`src/rtl/pwm_fade_ctrl.sv`:
```
// pwm_fade_ctrl: frame-aligned breathing brightness envelope for the PWM stage
module pwm_fade_ctrl #(
  parameter int STEP_PERIODS = 4,
  parameter int HOLD_PERIODS = 64,
  parameter int STEP_SIZE    = 1,
  parameter int MIN_LEVEL    = 0,
  parameter int MAX_LEVEL    = 255
) (
  input  logic       CLK,
  input  logic       RST,
  input  logic       enable,
  input  logic       one_shot,
  output logic [7:0] brightness,
  output logic       frame_tick,
  output logic       busy,
  output logic       done
);
  localparam int SW = $clog2(STEP_PERIODS + 1);
  localparam int HW = $clog2(HOLD_PERIODS + 1);
  localparam logic [7:0] MIN_L = 8'(MIN_LEVEL);
  localparam logic [7:0] MAX_L = 8'(MAX_LEVEL);
  typedef enum logic [2:0] {IDLE, UP, HOLD_HI, DOWN, HOLD_LO} state_t;
  state_t state_q, state_d;
  logic [7:0] frame_cnt_q, frame_cnt_d, bright_q, bright_d, up_lvl, dn_lvl;
  logic [8:0] up_sum;
  logic [SW-1:0] step_q, step_d;
  logic [HW-1:0] hold_q, hold_d;
  logic armed_q, armed_d, busy_q, busy_d, done_q, done_d, step_last, hold_last, clr;
  assign frame_tick = frame_cnt_q == 8'hff;
  assign brightness = bright_q;
  assign busy = busy_q;
  assign done = done_q;
  always_comb begin
    frame_cnt_d = frame_cnt_q + 8'd1;
    up_sum = {1'b0, bright_q} + 9'(STEP_SIZE);
    up_lvl = up_sum >= 9'(MAX_LEVEL) ? MAX_L : up_sum[7:0];
    dn_lvl = {1'b0, bright_q} >= 9'(MIN_LEVEL + STEP_SIZE) ? bright_q - 8'(STEP_SIZE) : MIN_L;
    step_last = step_q == SW'(STEP_PERIODS - 1);
    hold_last = hold_q == HW'(HOLD_PERIODS - 1);
    state_d = state_q;
    bright_d = bright_q;
    step_d = step_q;
    hold_d = hold_q;
    done_d = 1'b0;
    clr = 1'b0;
    if (frame_tick) begin
      case (state_q)
        IDLE: begin
          bright_d = MIN_L;
          if (enable && armed_q) begin
            state_d = UP;
            step_d = '0;
          end
        end
        UP: begin
          step_d = step_last ? '0 : step_q + 1'b1;
          bright_d = step_last ? up_lvl : bright_q;
          if (step_last && up_lvl == MAX_L) begin
            state_d = HOLD_HI;
            hold_d = '0;
          end
        end
        HOLD_HI: begin
          hold_d = hold_q + 1'b1;
          if (hold_last) begin
            state_d = DOWN;
            step_d = '0;
          end
        end
        DOWN: begin
          step_d = step_last ? '0 : step_q + 1'b1;
          bright_d = step_last ? dn_lvl : bright_q;
          if (step_last && dn_lvl == MIN_L) begin
            state_d = HOLD_LO;
            hold_d = '0;
          end
        end
        HOLD_LO: begin
          hold_d = hold_q + 1'b1;
          if (hold_last) begin
            state_d = (one_shot || !enable) ? IDLE : UP;
            step_d = '0;
            done_d = one_shot || !enable;
            clr = one_shot;
          end
        end
        default: state_d = IDLE;
      endcase
    end
    armed_d = (frame_tick && !enable) ? 1'b1 : clr ? 1'b0 : armed_q;
    busy_d = state_d != IDLE;
  end
  always_ff @(posedge CLK) begin
    if (RST) begin
      frame_cnt_q <= '0;
      state_q <= IDLE;
      bright_q <= MIN_L;
      step_q <= '0;
      hold_q <= '0;
      armed_q <= 1'b1;
      busy_q <= 1'b0;
      done_q <= 1'b0;
    end else begin
      frame_cnt_q <= frame_cnt_d;
      state_q <= state_d;
      bright_q <= bright_d;
      step_q <= step_d;
      hold_q <= hold_d;
      armed_q <= armed_d;
      busy_q <= busy_d;
      done_q <= done_d;
    end
  end
endmodule

```
`config.mk`:
```
export PLATFORM = sky130hd
export DESIGN_NAME = pwm_fade_ctrl
export DESIGN_NICKNAME = d
export VERILOG_FILES = /design/src/rtl/pwm_fade_ctrl.sv
export SDC_FILE = /design/constraint.sdc
export NUM_CORES = 1
export LEC_CHECK = 0
export ABC_CLOCK_PERIOD_IN_PS = 2500
export CORE_UTILIZATION = 45
export CTS_CLUSTER_SIZE = 28
export DETAILED_ROUTE_END_ITERATION = 10
export PLACE_DENSITY = 0.75
export SYNTH_ARGS = -nofsm -noshare
export SYNTH_HDL_FRONTEND = slang
export SYNTH_SLANG_ARGS = --single-unit
```
`constraint.sdc`:
```
create_clock -name CLK -period 2.5 [get_ports CLK]
set_clock_uncertainty 0.15 [all_clocks]
set_input_delay 0.25 -clock CLK [delete_from_list [all_inputs] [get_ports CLK]]
set_output_delay 0.25 -clock CLK [all_outputs]
set_load 0.1 [all_outputs]
```
# --- Yosys cells after proc, flatten, opt, wreduce, memory -nomap -nowiden ---
# Index checks and enable logic that the tools add are counted.
# W data, S select, Z words.
word_totals:
  reg_bits: 32
  inputBits: 4
  output_inout_bits: 11
  word_cells: 74
classes:
  n_addsub: 5
  order_cmp: 2
  n_eq_ne: 14
  mux: 23
  bitwise_logic: 3
  n_reduce_logical: 19
op_table:
  columns: ["op", "n"]
  rows:
  - ["$mux W8", 4]
  - ["$mux W3", 9]
  - ["$pmux W8 S3", 1]
  - ["$pmux W7 S3", 1]
  - ["$eq A8 B8 Y1 const B", 2]
  - ["$pmux W3 S5", 1]
  - ["$mux W7", 2]
  - ["$reduce_and A4 Y1", 3]
  - ["$reduce_bool A3 Y1", 4]
  - ["$ne A2 B2 Y1 const B", 5]
  - ["$add A8 B1 Y9 const B", 1]
  - ["$eq A3 B2 Y1 const B", 3]
  - ["$ge A9 B8 Y1 const B", 1]
  - ["$pmux W3 S3", 1]
  - ["$add A8 B1 Y8 const B", 1]
  - ["$ge A8 B1 Y1 const B", 1]
  - ["$logic_not A8 Y1", 1]
  - ["$sub A8 B1 Y8 const B", 1]
  - ["$add A7 B1 Y7 const B", 1]
  - ["$eq A7 B6 Y1 const B", 1]
  - ["$reduce_or A2 Y1", 3]
  - ["$logic_and A1 B1 Y1", 4]
  - ["$mux W1", 4]
  - ["$reduce_or A4 Y1", 1]
  - ["8 further kinds", 10]

# --- Depth between registers and ports, before layout ---
# Gate-level depths: netlist of the first run.
logic_depth:
  word_depth: 9
  mapped_depth: 10

# --- Worst setup path after synthesis of the first run ---
# No wires, ideal clock.
synth_timing:
  path_type: "flip-flop to flip-flop"
  start: "reg bright_q[0], in the netlist brightness[0]"
  end: "reg hold_q[3]"
  setup_time_ps: 76
  arrival_time_ps: 3337
  slack_ps: -1063
  stages_incl_launch_ff: 11
  path_buffers: 1
  cell_sequence: "dfxtp_1 -> buf_2 -> inv_1 -> ha_1 -> nor2b_1 -> maj3_1 -> a211oi_2 -> nor3_1 -> o31ai_1 -> o21ai_0 -> a21boi_0"
synth_between:
  elab_chain_cells: 7
synth_lines:
  columns: ["element", "line_no", "source"]
  rows:
  - ["start, declared", "24", "logic [7:0] frame_cnt_q, frame_cnt_d, bright_q, bright_d, up_lvl, dn_lvl;"]
  - ["start signal, assigned", "106", "bright_q <= bright_d;"]
  - ["$add A8 B1 Y9", "35", "up_sum = {1'b0, bright_q} + 9'(STEP_SIZE);"]
  - ["$ge A9 B8 Y1", "36", "up_lvl = up_sum >= 9'(MAX_LEVEL) ? MAX_L : up_sum[7:0];"]
  - ["$mux W8", "36", null]
  - ["$eq A8 B8 Y1", "58", "if (step_last && up_lvl == MAX_L) begin"]
  - ["$logic_and A1 B1 Y1", "58", null]
  - ["$ne A2 B2 Y1 (no line)", null, null]
  - ["$reduce_and A4 Y1 (no line) *", null, null]
  - ["end signal, assigned", "108", "hold_q <= hold_d;"]
  - ["end, declared", "27", "logic [HW-1:0] hold_q, hold_d;"]
# Every way passes the cells marked *; elsewhere a longest branch is shown, timed or not.
# A chain may end at the register's enable or synchronous reset.

# --- Worst setup path in the final report of the first run ---
# Same ends and word-level chain as after synthesis.

==> flow_summary.toml, run 1 <==
[power]
ir_drop_v = 0.000208
power.switching_uw = 261
p_seq_share_pct = 49.6
intPower_uw = 792
swShare_pct = 24.8
p_leak_uw = 0.000958
clkPwrFrac_pct = 44.0
power_density_mw_per_mm2 = 395
p_comb_share_pct = 6.4

[timing]
tns_ps = 0
rsz0062_at_grt = "yes"
fmax_mhz = 400
max_slew_margin_pct = 60.1
drv_slew = 0
setup_viol = 0
hold_viol = 0
worstMarginPinSlew_ps = 597
timing.final.crit_share_pct = 100
setup_slack_ps = 0.987
min_period_ps = 2500
fin_hold_ws_ps = 310

[final_layout]
fill_cells = 392
fin_util_pct = 60.3
nets = 319
drive_gt1_share_pct = 26.2
layout.cells.non_filler = 361
areaGrowthSynthToFinish_pct = 28.0
multi_input_area_sq_mm = 0.00146
antennaDiodeCount = 0
register_area_sq_um = 666

[drt]
vias_per_cell = 6.00
drt-pass1-iter-count = 4
routed_wl_mm = 5.67
detail-route-antenna-nets = 0
drc_errors = 0
drt_iter0_markers = 230
vias = 2166
post_drt_wl_per_cell_um = 15.7

[yosys]
synth_common_cells = "nor2_1 (36), dfxtp_1 (32), nand2_1 (25), o21ai_0 (20), a21oi_1 (18)"
synth.most_common_cell = "nor2_1"
synthCells = 275
ys_ff_latch = 32
syn-num-nets = 286
synth_edf_count = 0
synth_top_cell_by_area = "dfxtp_1"
synth_top_area_share_pct = 30.8
synth_seq_area_share_pct = 30.8
synthFlopType = "dfxtp_1"
ys_top_cells_by_area = "dfxtp_1 (31%), nor2_1 (6.5%), o21ai_0 (4.8%)"
syn_area_per_cell_sq_um = 7.57
synth_area_sq_mm = 0.00208
async_flop_share_pct = 0
synth_cell_types = 52
yosysWarnings = 0

[critical_path]
cp.required_ps = 2550
cp-end-kind = "flip-flop"
rr_worst_depth = 10
worstPathArrival_ps = 2550
cp-start-kind = "flip-flop"
cp_max_fo = 8
path_class = "reg -> reg"

[floorplan]
row_count = 24
die_h_um = 70
coreArea_sq_mm = 0.00441
start_util_pct = 47.1
die_w_um = 70
ios = 15
die_area_sq_mm = 0.00490

[cts]
clkTransAtPathRegs_ps = 70
cts_tree = "yes"
htree_levels = 2
cts_made_buffers = 5
root_buffer = "clkbuf_8"
clk_latency_ps = 290
clock_path_buffers = 2
cts_sinks = 32

[worst_hold_path]
holdCritPathClass = "reg -> reg"
hold-path-cell-count = 2

[flow_run]
max_cap_viol_count = 0

[status]
status = "finished, final reports clean"

[placed_design]
dp_hpwl_mm = 3.95
dp_slack_ps = 70.9
dpl.cell_count = 346
port_buffers = 14
gp_congestion = 0.986

[global_routing]
grt_pass1_wl_mm = 9.14
track_usage_pct = 23.4
antenna_found_initial = 0
grt_pass1_vias = 1912
grt_overflow = 0
grt_max_degree = 25
-- routing by layer --
metal	GRT usage, %	share of wire, %	vias to the layer above
li1	-	-	1071
met1	33.3	48	1014
met5	0	0	-
met2	34.3	44	69
met4	8.67	2.3	0
met3	5.48	6.0	12
-- worst max-delay path, cell delays in order (launching register included) --
cell and delay (ps):
dfxtp_4 420, inv_4 60, ha_4 220, nor2b_1 130, maj3_2 320, a211oi_4 300
buf_6 150, nor3_2 40, o31ai_4 320, o21ai_1 110, a21boi_0 200
-- cell families (layout without fill, tap and decap cells) --
group | after synthesis | count (layout) | synth area share [%]
xor gates and xnor gates | 10 | 10 | 4.21
AOI/OAI and AO/OA | 81 | 81 | 26.6
DFF | 32 | 32 | 30.8
muxes | 1 | 1 | 0.481
buffers and inverters | 24 | 58 | 4.63
and+or+nand+nor | 119 | 119 | 28.6
adders and majority gates | 8 | 8 | 4.69
-- placed cells by master (no fill, tap or decap), types with 4 or more instances in the layout --
master	Yosys	routed
a211oi_1	4	4
a21oi_1	18	18
a31oi_1	7	6
buf_4	0	36
clkbuf_8	0	5
dfxtp_1	32	24
dfxtp_4	0	6
ha_1	7	4
inv_1	8	6
nand2_1	25	25
nand2b_1	4	4
nand3_1	13	12
nand4_1	5	5
nor2_1	36	33
nor2_2	1	4
nor2b_1	7	7
nor3_1	6	4
o21ai_0	20	16
or3_1	7	7
xnor2_1	6	6
xor2_1	4	4
-- power groups by stage --
stage                     sequential, uW  clock (uW)  combinational [uW]
after floorplan                      540           0                37.3
after global placement               533           0                62.5
after detailed placement             533           0                62.8
after CTS                            521         477                63.5
after global routing                 523         494                74.1
final                                522         463                67.9
-- state kept, by name (all words and copies together) (netlist names) --
signal and count:
armed_q 1, hold_q 7, busy 1, step_q 3, state_q 3, brightness 8, frame_cnt_q 8, done 1
-- stage by stage --
step,area [sq um],total power [uW]
finish,2660,1050
global route,2660,1090
CTS,2560,1060
detailed placement,2450,596
global placement,2450,595
floorplan,2180,577
-- what timing repair did --
| item | in CTS | in global routing |
|---|---|---|
| resized for setup | 0 | 13 |
| endpoints found under the setup margin | 0 | 4 |
| buffers inserted | 0 | 7 |
| hold buffers | 0 | 0 |
-- path summary, 6_finish.rpt --
path	startpoint	end	slack, ps
worst min register to register	step_q[1]$_SDFFE_PP0P_	step_q[1]$_SDFFE_PP0P_	310
worst min-delay path	step_q[1]$_SDFFE_PP0P_	step_q[1]$_SDFFE_PP0P_	310
worst max-delay path	brightness[0]$_SDFFE_PP0P_	hold_q[3]$_SDFFE_PP0P_	1
worst max register to register	brightness[0]$_SDFFE_PP0P_	hold_q[3]$_SDFFE_PP0P_	1
-- area by class of cell --
type | instances | share of cell area (%)
multi-input combinational | 219 | 54.7
sequential | 32 | 25.0
timing repair buffer | 41 | 12.5
clock buffer | 6 | 3.52
tap | 52 | 2.44
inverter | 9 | 1.50
clock inverter | 2 | 0.423
No activity file was read; power rests on OpenSTA's default activity.
==> run 2, diff against run 1 <==
--- a/config.mk
+++ b/config.mk
@@ -5,10 +5,12 @@
 export SDC_FILE = /design/constraint.sdc
 export NUM_CORES = 1
 export LEC_CHECK = 0
+export ABC_AREA = 1
 export ABC_CLOCK_PERIOD_IN_PS = 2500
 export CORE_UTILIZATION = 45
 export CTS_CLUSTER_SIZE = 28
 export DETAILED_ROUTE_END_ITERATION = 10
+export GPL_TIMING_DRIVEN = 0
 export PLACE_DENSITY = 0.75
 export SYNTH_ARGS = -nofsm -noshare
 export SYNTH_HDL_FRONTEND = slang
==> flow_summary.toml, run 2 <==
[status]
status = "finished, final reports clean"

[timing]
timing.final.crit_share_pct = 93.5
hold_viol = 0
tns_ps = 0
min_period_ps = 2340
max_slew_margin_pct = 35.7
fin_hold_ws_ps = 201
drv_slew = 0
setup_viol = 0
setup_slack_ps = 164
worstMarginPinSlew_ps = 961
fmax_mhz = 428

[final_layout]
stdcell_area_sq_mm = 0.00252
most-common-layout-cells = "nand2_1 (69), nand3_1 (33), o21ai_0 (30)"
areaGrowthSynthToFinish_pct = 17.9
nets = 351
antennaDiodeCount = 0
final_common_cell = "nand2_1"
drive_gt1_share_pct = 18.8

[floorplan]
die_h_um = 70.9
die_area_sq_mm = 0.00503
die_w_um = 70.9
ios = 15
coreArea_sq_mm = 0.00444
row_count = 24
start_util_pct = 48.1

[yosys]
synth_top_area_share_pct = 30.0
async_flop_share_pct = 0
yosysWarnings = 0
synth_common_cells = "nand2_1 (69), nand3_1 (33), dfxtp_1 (32), o21ai_0 (30), nor2_1 (29)"
synthCells = 314
syn-num-nets = 325
synth.most_common_cell = "nand2_1"
synth_cell_types = 32
syn_area_per_cell_sq_um = 6.80
ys_top_cells_by_area = "dfxtp_1 (30%), nand2_1 (12%), nand3_1 (7.7%)"
synth_area_sq_mm = 0.00214
synth_edf_count = 0
synth_top_cell_by_area = "dfxtp_1"
synthFlopType = "dfxtp_1"
synth_seq_area_share_pct = 30.0
ys_ff_latch = 32

[cts]
hold_buffers = 0
clock_path_buffers = 2
cts_tree = "yes"
clkTransAtPathRegs_ps = 70
htree_levels = 2
cts_made_buffers = 5
root_buffer = "clkbuf_8"
cts_sinks = 32
clk_latency_ps = 290

[drt]
detail-route-antenna-nets = 0
vias = 2116
post_drt_wl_per_cell_um = 12.8
drt_iter0_markers = 218
routed_wl_mm = 5.02
drc_errors = 0
drt-pass1-iter-count = 6
vias_per_cell = 5.38

[critical_path]
rr_worst_depth = 12
worstPathArrival_ps = 2390
r2r-start = "frame_cnt_q[0]$_SDFF_PP0_"
slowest_stage = "dfxtp_1"
cp-end-kind = "flip-flop"
path_class = "reg -> reg"
cp_max_fo = 10
cp.required_ps = 2560
crit_path_frequent_cell = "nand2_1"
slowest_delay_ps = 350
cp_cell_sequence = "ha_1 > nand2_1 > inv_2 > nand2_1 > nor3_2 > nand2_1 > nor2_4 > inv_4 > nor3_4 > buf_6 > o21ai_0 > a31oi_1"
cp-start-kind = "flip-flop"
r2r_end = "brightness[0]$_SDFFE_PP0P_"
r2r_slack_ps = 160

[worst_hold_path]
hold-path-cell-count = 2
holdCritPathClass = "in -> reg"
whs_endpoint = "hold_q[3]$_SDFFE_PP0P_"
worstHoldStart = "RST"

[power]
swShare_pct = 21.9
intPower_uw = 814
p_seq_share_pct = 49.3
total_power_uw = 1040
clkPwrFrac_pct = 48.4
p_leak_uw = 0.00104
power_density_mw_per_mm2 = 414
ir_drop_v = 0.000395
power.switching_uw = 228
p_comb_share_pct = 2.3

[placed_design]
dp_hpwl_mm = 3.48
gp_congestion = 0.863
placed_area_sq_mm = 0.00234
dp_slack_ps = -317
port_buffers = 13

[global_routing]
antenna_found_initial = 0
grt_pass1_vias = 1877
top_usage_layer = "met2"
grt_max_degree = 12
use_met1_pct = 27.1
track_usage_pct = 20.8
met2_usage_pct = 34.5
grt_overflow = 0
grt_pass1_wl_mm = 8.28
use_met3_pct = 5.27

[flow_run]
max_cap_viol_count = 0
-- run 2: cell count changes after synthesis, sizes merged, moves of 5 or more --
cell,delta
clkbuf,-5
inv,+26
nand2,+58
nand3,+22
nor2b,-7
o21ai,+11
or3,-7
xnor2,-6
-- run 2: power by group through the flow --
stage	sequential, uW	combinational, uW	clock [uW]
floorplan	526	14.5	0
global placement	526	23.3	0
detailed placement	526	23.9	0
CTS	515	24.0	511
global route	514	27.4	537
finish	514	24.0	505
-- run 2: cells by family (layout without fill, tap and decap cells) --
kind of cell,Yosys count,after routing,share of synthesized area (%)
AOI/OAI and AO/OA,59,59,14.8
xor gates and xnor gates,4,4,1.64
adders and majority gates,7,7,4.10
buffers and inverters,42,69,8.79
DFF,32,32,30.0
and+or+nand+nor,170,170,40.7
-- run 2: worst max-delay path by stage --
| stage | startpoint | to | slack, ps |
|---|---|---|---|
| global placement | frame_cnt_q[0]$_SDFF_PP0_ | frame_tick | -310 |
| finish | frame_cnt_q[0]$_SDFF_PP0_ | brightness[0]$_SDFFE_PP0P_ | 160 |
| detailed placement | frame_cnt_q[0]$_SDFF_PP0_ | frame_tick | -320 |
| floorplan | brightness[1]$_SDFFE_PP0P_ | hold_q[0]$_SDFFE_PP0P_ | 20 |
| global route | frame_cnt_q[0]$_SDFF_PP0_ | brightness[1]$_SDFFE_PP0P_ | -10 |
| CTS | frame_cnt_q[0]$_SDFF_PP0_ | frame_tick | 80 |
-- run 2: what timing repair did --
action,CTS,global route
resized for setup,5,6
pin swaps,0,2
endpoints found under the setup margin,1,11
buffers inserted,0,6
-- run 2: layout make-up --
cell class | count | area (sq um)
Fill cell | 418 | 1930
Multi-Input combinational cell | 240 | 1320
Sequential cell | 32 | 654
Timing Repair Buffer | 19 | 173
Inverter | 35 | 135
Clock buffer | 5 | 68.8
Tap cell | 52 | 65.1
Buffer | 7 | 56.3
Clock inverter | 3 | 42.5
-- run 2: worst max-delay path: cells and delay by family, from the launching register on --
family	cells	cell delay (ps)
and+or+nand+nor	6	1000
DFF	1	350
AOI/OAI and AO/OA	2	230
buffers and inverters	3	350
adders and majority gates	1	170
-- run 2: layer usage --
metal / wire (um) / vias up
li1: - / 1099
met1: 2290 / 937
met5: 0 / -
met4: 68 / 0
met3: 334 / 12
met2: 2330 / 68
-- run 2: stage by stage --
step / utilization (%) / instances
2_1_floorplan: - / 314
3_3_place_gp: 52.7 / 379
3_5_place_dp: 52.7 / 379
4_1_cts: 55.1 / 387
5_1_grt: 56.6 / 393
6_report: 56.6 / 393
